--- config.mk ---
export PLATFORM = sky130hd
export DESIGN_NAME = regbank_frame_ctrl_flat
export DESIGN_NICKNAME = d
export VERILOG_FILES = /design/src/rtl/regbank_frame_ctrl_if.sv /design/src/rtl/regbank_frame_ctrl.sv /design/src/flat_wrapper.sv
export SDC_FILE = /design/constraint.sdc
export NUM_CORES = 1
export LEC_CHECK = 0
export ABC_AREA = 1
export CAP_MARGIN = 20
export CORE_MARGIN = 10
export CORE_UTILIZATION = 48
export CTS_CLUSTER_DIAMETER = 200
export DETAILED_ROUTE_END_ITERATION = 12
export HOLD_SLACK_MARGIN = 0.02
export PLACE_DENSITY = 0.85
export SYNTH_ARGS = -nofsm -noshare
export SYNTH_HDL_FRONTEND = slang
export SYNTH_SLANG_ARGS = --single-unit
export TNS_END_PERCENT = 30
--- constraint.sdc ---
create_clock -name clk -period 4.29 [get_ports clk]
set_clock_uncertainty 0.05 [all_clocks]
set_input_delay 1.0725 -clock clk [delete_from_list [all_inputs] [get_ports clk]]
set_output_delay 1.0725 -clock clk [all_outputs]
set_load 0.02 [all_outputs]
--- src/rtl/regbank_frame_ctrl_if.sv ---
// Bus-side bundle for regbank_frame_ctrl: frame input, readback port and bank interface.
// slave = controller view, master = surrounding system / bank view.
interface regbank_frame_ctrl_if;
    logic        frm_valid;
    logic        frm_ready;
    logic [11:0] frm_data;
    logic [3:0]  frm_addr;
    logic        clr;
    logic        rd_req;
    logic [2:0]  rd_sel;
    logic        rd_gnt;
    logic        rd_valid;
    logic [7:0]  rd_data;
    logic        rd_err;
    logic        rb_we;
    logic [2:0]  rb_sel;
    logic [7:0]  rb_wdata;
    logic        rb_re;
    logic [7:0]  rb_rdata;
    logic        ack;
    logic        nack;
    logic        full;
    logic [2:0]  count;

    modport slave (
        input  frm_valid, frm_data, frm_addr, clr, rd_req, rd_sel, rb_rdata,
        output frm_ready, rd_gnt, rd_valid, rd_data, rd_err,
               rb_we, rb_sel, rb_wdata, rb_re, ack, nack, full, count
    );

    modport master (
        output frm_valid, frm_data, frm_addr, clr, rd_req, rd_sel, rb_rdata,
        input  frm_ready, rd_gnt, rd_valid, rd_data, rd_err,
               rb_we, rb_sel, rb_wdata, rb_re, ack, nack, full, count
    );
endinterface

--- src/rtl/regbank_frame_ctrl.sv ---
// Frame checker / first-free filler for the a,b,c,d,h,l register bank,
// with round-robin arbitration between frame writes and readback requests.
module regbank_frame_ctrl #(
    parameter logic [3:0]  DEV_ADDR = 4'b0001,
    parameter int unsigned NREG     = 6
) (
    input  logic                  clk,
    input  logic                  rst,
    regbank_frame_ctrl_if.slave   bus
);

    typedef enum logic [2:0] {IDLE, CHECK, WRITE, NACK, RD_ISSUE, RD_WAIT} state_t;
    typedef enum logic {G_FRAME, G_READ} gnt_t;

    state_t          state, state_d;
    gnt_t            last_gnt;
    logic [NREG-1:0] valid, valid_d;
    logic [11:0]     frm_q;
    logic [3:0]      addr_q;
    logic [2:0]      sel_q, target_q, free_idx, cnt_d, count_q;
    logic            full_q, found, frm_go, rd_go, frm_ok, rd_hit;
    logic [7:0]      valid_ext;

    // Tie between a frame and a read goes to whichever side lost the last grant.
    always_comb begin
        frm_go = bus.frm_valid && (!bus.rd_req || last_gnt == G_READ);
        rd_go  = bus.rd_req && (!bus.frm_valid || last_gnt == G_FRAME);
    end

    always_comb begin
        frm_ok = frm_q[0] && frm_q[11] && (addr_q == DEV_ADDR) && !full_q;
        valid_ext = '0;
        valid_ext[NREG-1:0] = valid;
        rd_hit = valid_ext[sel_q];
    end

    always_comb begin
        free_idx = '0;
        found    = 1'b0;
        for (int unsigned i = 0; i < NREG; i++) begin
            if (!found && !valid[i]) begin
                free_idx = 3'(i);
                found    = 1'b1;
            end
        end
    end

    always_comb begin
        valid_d = valid;
        if (state == IDLE && bus.clr)
            valid_d = '0;
        else if (state == WRITE)
            valid_d[target_q] = 1'b1;
        cnt_d = '0;
        for (int unsigned i = 0; i < NREG; i++)
            cnt_d = cnt_d + 3'(valid_d[i]);
    end

    always_ff @(posedge clk) begin
        if (rst)
            state <= IDLE;
        else
            state <= state_d;
    end

    always_comb begin
        state_d = state;
        case (state)
            IDLE: begin
                if (!bus.clr) begin
                    if (frm_go)
                        state_d = CHECK;
                    else if (rd_go)
                        state_d = RD_ISSUE;
                end
            end
            CHECK:    state_d = frm_ok ? WRITE : NACK;
            WRITE:    state_d = IDLE;
            NACK:     state_d = IDLE;
            RD_ISSUE: state_d = RD_WAIT;
            RD_WAIT:  state_d = IDLE;
            default:  state_d = IDLE;
        endcase
    end

    always_comb begin
        bus.frm_ready = 1'b0;
        bus.rd_gnt    = 1'b0;
        bus.rd_valid  = 1'b0;
        bus.rd_data   = '0;
        bus.rd_err    = 1'b0;
        bus.rb_we     = 1'b0;
        bus.rb_sel    = '0;
        bus.rb_wdata  = '0;
        bus.rb_re     = 1'b0;
        bus.ack       = 1'b0;
        bus.nack      = 1'b0;
        // Outputs are held quiet while rst is high so an aborted write never strobes the bank.
        if (!rst) begin
            case (state)
                IDLE: begin
                    if (!bus.clr) begin
                        bus.frm_ready = !rd_go;
                        bus.rd_gnt    = rd_go;
                    end
                end
                WRITE: begin
                    bus.rb_we    = 1'b1;
                    bus.rb_sel   = target_q;
                    bus.rb_wdata = frm_q[9:2];
                    bus.ack      = 1'b1;
                end
                NACK: bus.nack = 1'b1;
                RD_ISSUE: begin
                    bus.rb_re  = 1'b1;
                    bus.rb_sel = sel_q;
                end
                RD_WAIT: begin
                    bus.rd_valid = 1'b1;
                    bus.rd_err   = !rd_hit;
                    bus.rd_data  = rd_hit ? bus.rb_rdata : 8'h00;
                end
                default: ;
            endcase
        end
    end

    always_ff @(posedge clk) begin
        if (rst) begin
            valid    <= '0;
            last_gnt <= G_READ;
            frm_q    <= '0;
            addr_q   <= '0;
            sel_q    <= '0;
            target_q <= '0;
            count_q  <= '0;
            full_q   <= 1'b0;
        end else begin
            valid   <= valid_d;
            count_q <= cnt_d;
            full_q  <= &valid_d;
            if (state == IDLE && !bus.clr) begin
                if (frm_go) begin
                    frm_q    <= bus.frm_data;
                    addr_q   <= bus.frm_addr;
                    last_gnt <= G_FRAME;
                end else if (rd_go) begin
                    sel_q    <= bus.rd_sel;
                    last_gnt <= G_READ;
                end
            end
            if (state == CHECK)
                target_q <= free_idx;
        end
    end

    assign bus.count = count_q;
    assign bus.full  = full_q;

endmodule

--- src/flat_wrapper.sv ---
// flat-port wrapper written by rule: the top's interface ports become plain ports
module regbank_frame_ctrl_flat 
#(
    parameter logic [3:0]  DEV_ADDR = 4'b0001,
    parameter int unsigned NREG     = 6
)
  (clk, rst, bus_frm_valid, bus_frm_data, bus_frm_addr, bus_clr, bus_rd_req, bus_rd_sel, bus_rb_rdata, bus_frm_ready, bus_rd_gnt, bus_rd_valid, bus_rd_data, bus_rd_err, bus_rb_we, bus_rb_sel, bus_rb_wdata, bus_rb_re, bus_ack, bus_nack, bus_full, bus_count);
  regbank_frame_ctrl_if bus_i ();
  input  logic clk;
  input  logic rst;
  input wire logic [$bits(bus_i.frm_valid)-1:0] bus_frm_valid;
  input wire logic [$bits(bus_i.frm_data)-1:0] bus_frm_data;
  input wire logic [$bits(bus_i.frm_addr)-1:0] bus_frm_addr;
  input wire logic [$bits(bus_i.clr)-1:0] bus_clr;
  input wire logic [$bits(bus_i.rd_req)-1:0] bus_rd_req;
  input wire logic [$bits(bus_i.rd_sel)-1:0] bus_rd_sel;
  input wire logic [$bits(bus_i.rb_rdata)-1:0] bus_rb_rdata;
  output wire logic [$bits(bus_i.frm_ready)-1:0] bus_frm_ready;
  output wire logic [$bits(bus_i.rd_gnt)-1:0] bus_rd_gnt;
  output wire logic [$bits(bus_i.rd_valid)-1:0] bus_rd_valid;
  output wire logic [$bits(bus_i.rd_data)-1:0] bus_rd_data;
  output wire logic [$bits(bus_i.rd_err)-1:0] bus_rd_err;
  output wire logic [$bits(bus_i.rb_we)-1:0] bus_rb_we;
  output wire logic [$bits(bus_i.rb_sel)-1:0] bus_rb_sel;
  output wire logic [$bits(bus_i.rb_wdata)-1:0] bus_rb_wdata;
  output wire logic [$bits(bus_i.rb_re)-1:0] bus_rb_re;
  output wire logic [$bits(bus_i.ack)-1:0] bus_ack;
  output wire logic [$bits(bus_i.nack)-1:0] bus_nack;
  output wire logic [$bits(bus_i.full)-1:0] bus_full;
  output wire logic [$bits(bus_i.count)-1:0] bus_count;
  assign bus_i.frm_valid = bus_frm_valid;
  assign bus_i.frm_data = bus_frm_data;
  assign bus_i.frm_addr = bus_frm_addr;
  assign bus_i.clr = bus_clr;
  assign bus_i.rd_req = bus_rd_req;
  assign bus_i.rd_sel = bus_rd_sel;
  assign bus_i.rb_rdata = bus_rb_rdata;
  assign bus_frm_ready = bus_i.frm_ready;
  assign bus_rd_gnt = bus_i.rd_gnt;
  assign bus_rd_valid = bus_i.rd_valid;
  assign bus_rd_data = bus_i.rd_data;
  assign bus_rd_err = bus_i.rd_err;
  assign bus_rb_we = bus_i.rb_we;
  assign bus_rb_sel = bus_i.rb_sel;
  assign bus_rb_wdata = bus_i.rb_wdata;
  assign bus_rb_re = bus_i.rb_re;
  assign bus_ack = bus_i.ack;
  assign bus_nack = bus_i.nack;
  assign bus_full = bus_i.full;
  assign bus_count = bus_i.count;
  regbank_frame_ctrl #(.DEV_ADDR(DEV_ADDR), .NREG(NREG)) u_core (.clk(clk), .rst(rst), .bus(bus_i));
endmodule
Word level (Yosys, flattened, before mapping)
Index checks and enable logic that the tools add are counted.
- register bits: 36
- latch bits: 0
- RAM bits: 0
- ROM bits: 0
- output and inout bits: 31
- memories kept: 0
- $add $sub $neg: 5
- $mul: 0
- div/mod/pow operators: 0
- $lt $le $gt $ge: 3
- equality and inequality tests: 8
- shifts and indexed selects: 0
- mux-type cells: 46
- bitwise operators: 3
- reduce and logical (&&, ||, !) cells: 37
- operators with widths (operator ; number):
    $mux 8 ; 5
    $mux 1 ; 27
    $mux 3 ; 6
    $logic_not 1->1 ; 15
    $logic_and 1x1->1 ; 13
    $add 3x1->3 ; 4
    $mux 6 ; 2
    $pmux 3 s3 ; 1
    $lt 3x4->1 const B ; 2
    $eq 3x2->1 const B ; 2
    $eq 3x3->1 const B ; 2
    $or 6x6->6 ; 1
    $pmux 3 s2 ; 1
    $reduce_and 2->1 ; 3
    $reduce_and 6->1 ; 1
    $eq 4x1->1 const B ; 1
    $mux 2 ; 2
    $bmux 1 s3 ; 1
    $demux 1 s3 ; 1
    $eq 3x1->1 const B ; 1
    $ge 3x1->1 const B ; 1
    $logic_not 3->1 ; 1
    $ne 3x1->1 const B ; 1
    $reduce_and 3->1 ; 1
    other kinds (5) ; 7

Longest topological paths before layout
- depth in word-level cells: 15
- depth in mapped cells: 15

Worst setup path after synthesis
OpenSTA, ideal clock, no wires.
- path type: input to register
- start point: input port bus_clr
- end point: register u_core.count_q[1] (netlist: u_core.bus.count[1])
- arrival: 3184 ps
- path slack: 990 ps
- stages: 13
- cells stage by stage: inv_1 -> nor2_1 -> inv_1 -> nand2_1 -> inv_1 -> ha_1 -> inv_1 -> fa_1 -> inv_1 -> fa_1 -> inv_1 -> fa_1 -> nor2_1
- longest elaborated chain between the ends: 7
- ends and longest elaborated chain (what ; line ; RTL):
    from (decl) ; flat_wrapper.sv:14 ; input wire logic [$bits(bus_i.clr)-1:0] bus_clr;
    $logic_and 1x1->1 ; regbank_frame_ctrl.sv:50 ; if (state == IDLE && bus.clr)
    $mux 6 ; regbank_frame_ctrl.sv:50 ;
    net u_core.valid_d[1] ; regbank_frame_ctrl.sv:17 ; logic [NREG-1:0] valid, valid_d;
    $add 1x1->2 ; regbank_frame_ctrl.sv:56 ; cnt_d = cnt_d + 3'(valid_d[i]);
    $add 3x1->3 (4 in series) ; regbank_frame_ctrl.sv:56 ;
    to (signal assigned) ; regbank_frame_ctrl.sv:140 ; count_q <= cnt_d;
    to (decl) ; regbank_frame_ctrl.sv:20 ; logic [2:0] sel_q, target_q, free_idx, cnt_d, count_q;
The timed path passes the listed nets, and every way through them passes these cells.
A chain may end at the register's enable or synchronous reset.

Final worst setup path
- start point: input port bus_rd_req
- end point: output port bus_rd_gnt
- longest elaborated chain between the ends: 4
- ends and longest elaborated chain (what ; line ; RTL):
    from (decl) ; flat_wrapper.sv:15 ; input wire logic [$bits(bus_i.rd_req)-1:0] bus_rd_req;
    $logic_and 1x1->1 ; regbank_frame_ctrl.sv:27 ; rd_go = bus.rd_req && (!bus.frm_valid || last_gnt == G_FRAME);
    $mux 1 ; regbank_frame_ctrl.sv:102 ; if (!bus.clr) begin
    $mux 1 ; regbank_frame_ctrl.sv:100 ; case (state)
    $mux 1 ; regbank_frame_ctrl.sv:99 ; if (!rst) begin
    to (decl) ; flat_wrapper.sv:19 ; output wire logic [$bits(bus_i.rd_gnt)-1:0] bus_rd_gnt;
Every way passes these cells.

==> flow_summary.toml <==
[outcome]
status = "completed"

[sta]
setup_viol_count_final = 0
period_needed_ps = 3890
max_freq_ghz = 0.257
fin_setup_tns_ps = 0
finalHoldViolCount = 0
slew_violations = 0
post-route-period-util = 0.906
rsz0062_at_grt = "no"
max-slew-margin-rel = 0.743
fin_ws_ps = 404
whs_ps = 453
worst_pin_slew_ps = 384

[critical_path]
critical_path_class = "in2out"
crit_fanout = 4
start_kind = "input pin"
required_ps = 3170
worst_setup_path_end_kind = "output port"
cp.arrival_ps = 2760
reg2reg_from = "u_core.state[0]"
crit_path_start = "bus_rd_req"

[grt]
grt_overflow = 0
grtUsageTotal = 0.154
busiest_layer = "met2"
grt_max_degree = 16
grt_pass1_wl_um = 8000
use_met3 = 0.0757
grtUsageMet2 = 0.269
grt_pass1_vias = 1794
antenna_found_initial = 0
use_met1 = 0.160

[routing]
drc = 0
route.vias.total = 1738
post_drt_wl_per_cell_um = 12.7
routed_via_density = 4.70
firstDrtPassIters = 4
ant_nets = 0
drtIter0Drc = 119
routed_wirelength_um = 4700

[place]
dpl.cell_count = 363
port_buffers = 60
hpwl_um = 3790
place_ws_ps = 289
place_congestion = 0.885
placed_area_um2 = 2390

[final_layout]
nets = 360
final_cell_area_um2 = 2500
diodes = 0
layout-drive-gt1-share = 0.0895
n_fill_cell = 294
final_core_util = 0.728
areaGrowthSynthToFinish_pct = 41.7
final_cells = 370

[min_path]
min_from = "u_core.frm_q[0]"
hold_class = "reg2reg"

[clocking]
numCtsBuffers = 5
clk_latency_ps = 280
post_cts_buffers = 0
cts_buffer_depth = 2
clk_pin_slew_ps = 70
cts_hold_buffers = 0
htreeDepth = 2
cts_sinks = 34
clk_root_buffer_cell = "clkbuf_8"
cts_resized = 0
cts_tree = "built"

[logic_synthesis]
syn_nets = 297
syn_area_per_cell_um2 = 6.77
syn-cell-area_um2 = 1770
yosys_warnings = 0
ys_seq_elements = 34
yosysSeqAreaShare = 0.385
synthCells = 261
ys_types = 29

[pwr]
power_per_cell_area_nw_per_um2 = 342
p_total_uw = 856
p_leak_nw = 1.05
vdd_drop_max_mv = 0.280

[floorplan]
core_um2 = 3440
ios = 63
rows = 21
die_x_um = 80.7
initial_utilization = 0.514
die_h_um = 80.7
fp.dieArea_um2 = 6510

[job]
cap_viol_max_count = 0
-- worst max-delay path, cell delays in order --
cell,delay (ps)
clkdlybuf4s50_1,470
inv_1,60
a21oi_1,170
nand2_1,70
nor2_1,130
nand2_1,60
inv_1,100
clkdlybuf4s50_1,620
-- power breakdown --
group / leakage, nW / internal, mW / switching [mW]
sequential: 0.277 / 0.347 / 0.0239
clock: 0.0573 / 0.186 / 0.110
combinational: 0.717 / 0.0778 / 0.111
-- synthesized netlist by cell type (all sizes together) --
library cell / count / area share
ha: 1 / 0.0071
nand4: 1 / 0.0035
o22ai: 3 / 0.011
and2: 1 / 0.0035
dfxtp: 34 / 0.38
o21ai: 29 / 0.084
o31ai: 1 / 0.0042
nand3: 10 / 0.028
o21a: 1 / 0.0042
clkbuf: 2 / 0.0042
o211ai: 1 / 0.0042
nor3: 8 / 0.023
clkinv: 1 / 0.0021
fa: 3 / 0.034
nor2: 64 / 0.16
nand2: 45 / 0.098
buf: 5 / 0.028
a21oi: 6 / 0.017
inv: 45 / 0.097
-- kinds of logic after synthesis --
group | after synthesis | share of synthesized area
buf+inv | 53 | 0.131
simple gates | 129 | 0.318
flops | 34 | 0.385
fa+ha+maj | 4 | 0.0410
compound gates | 41 | 0.125
-- path summary, 6_finish.rpt --
path                         endpoint  slack (ps)  depth (start not counted)
hold reg to reg       u_core.frm_q[0]         450                          2
hold / removal        u_core.frm_q[0]         450                          2
setup reg to reg  u_core.bus.count[1]        1310                         14
setup / recovery           bus_rd_gnt         400                          8
-- layout by cell type (no fill, tap or decap) --
cell type	Yosys	layout
o211ai_1	1	1
dfxtp_1	34	34
o22ai_1	3	3
nand4_1	1	1
nand3_1	10	10
nor2_1	51	51
ha_1	1	1
clkbuf_8	0	6
nand2_1	43	43
nor2_8	1	1
clkdlybuf4s50_1	0	60
o21ai_1	10	10
o21a_1	1	1
nand2_2	2	2
inv_2	2	2
o21ai_2	1	1
nor2_2	12	12
o21ai_0	18	18
clkinv_1	1	1
inv_4	1	1
nor3_1	8	8
o31ai_1	1	1
a21oi_1	6	6
fa_1	3	3
bufinv_16	0	1
and2_1	1	1
buf_4	1	3
inv_1	42	42
-- state kept, by name, summed over array words and instances, names as in the netlist --
| signal | cells |
|---|---|
| u_core.frm_q | 10 |
| u_core.state | 3 |
| u_core.sel_q | 3 |
| u_core.valid | 6 |
| u_core.bus.full | 1 |
| u_core.last_gnt | 1 |
| u_core.target_q | 3 |
| u_core.bus.count | 3 |
| u_core.addr_q | 4 |
-- layer usage --
metal	part of all wire	wire length, µm
met5	0	0
met4	0.0085	40
met3	0.083	392
met2	0.51	2390
met1	0.40	1880
-- layout make-up --
type / instances / area, µm² / area share
Inverter: 46 / 175 / 0.0699
Sequential cell: 34 / 681 / 0.272
Clock buffer: 6 / 82.6 / 0.0330
Clock inverter: 1 / 30.0 / 0.0120
Timing Repair Buffer: 63 / 623 / 0.249
Tap cell: 46 / 57.6 / 0.0230
Multi-Input combinational cell: 174 / 856 / 0.342
(Power assumes the default switching activity.)
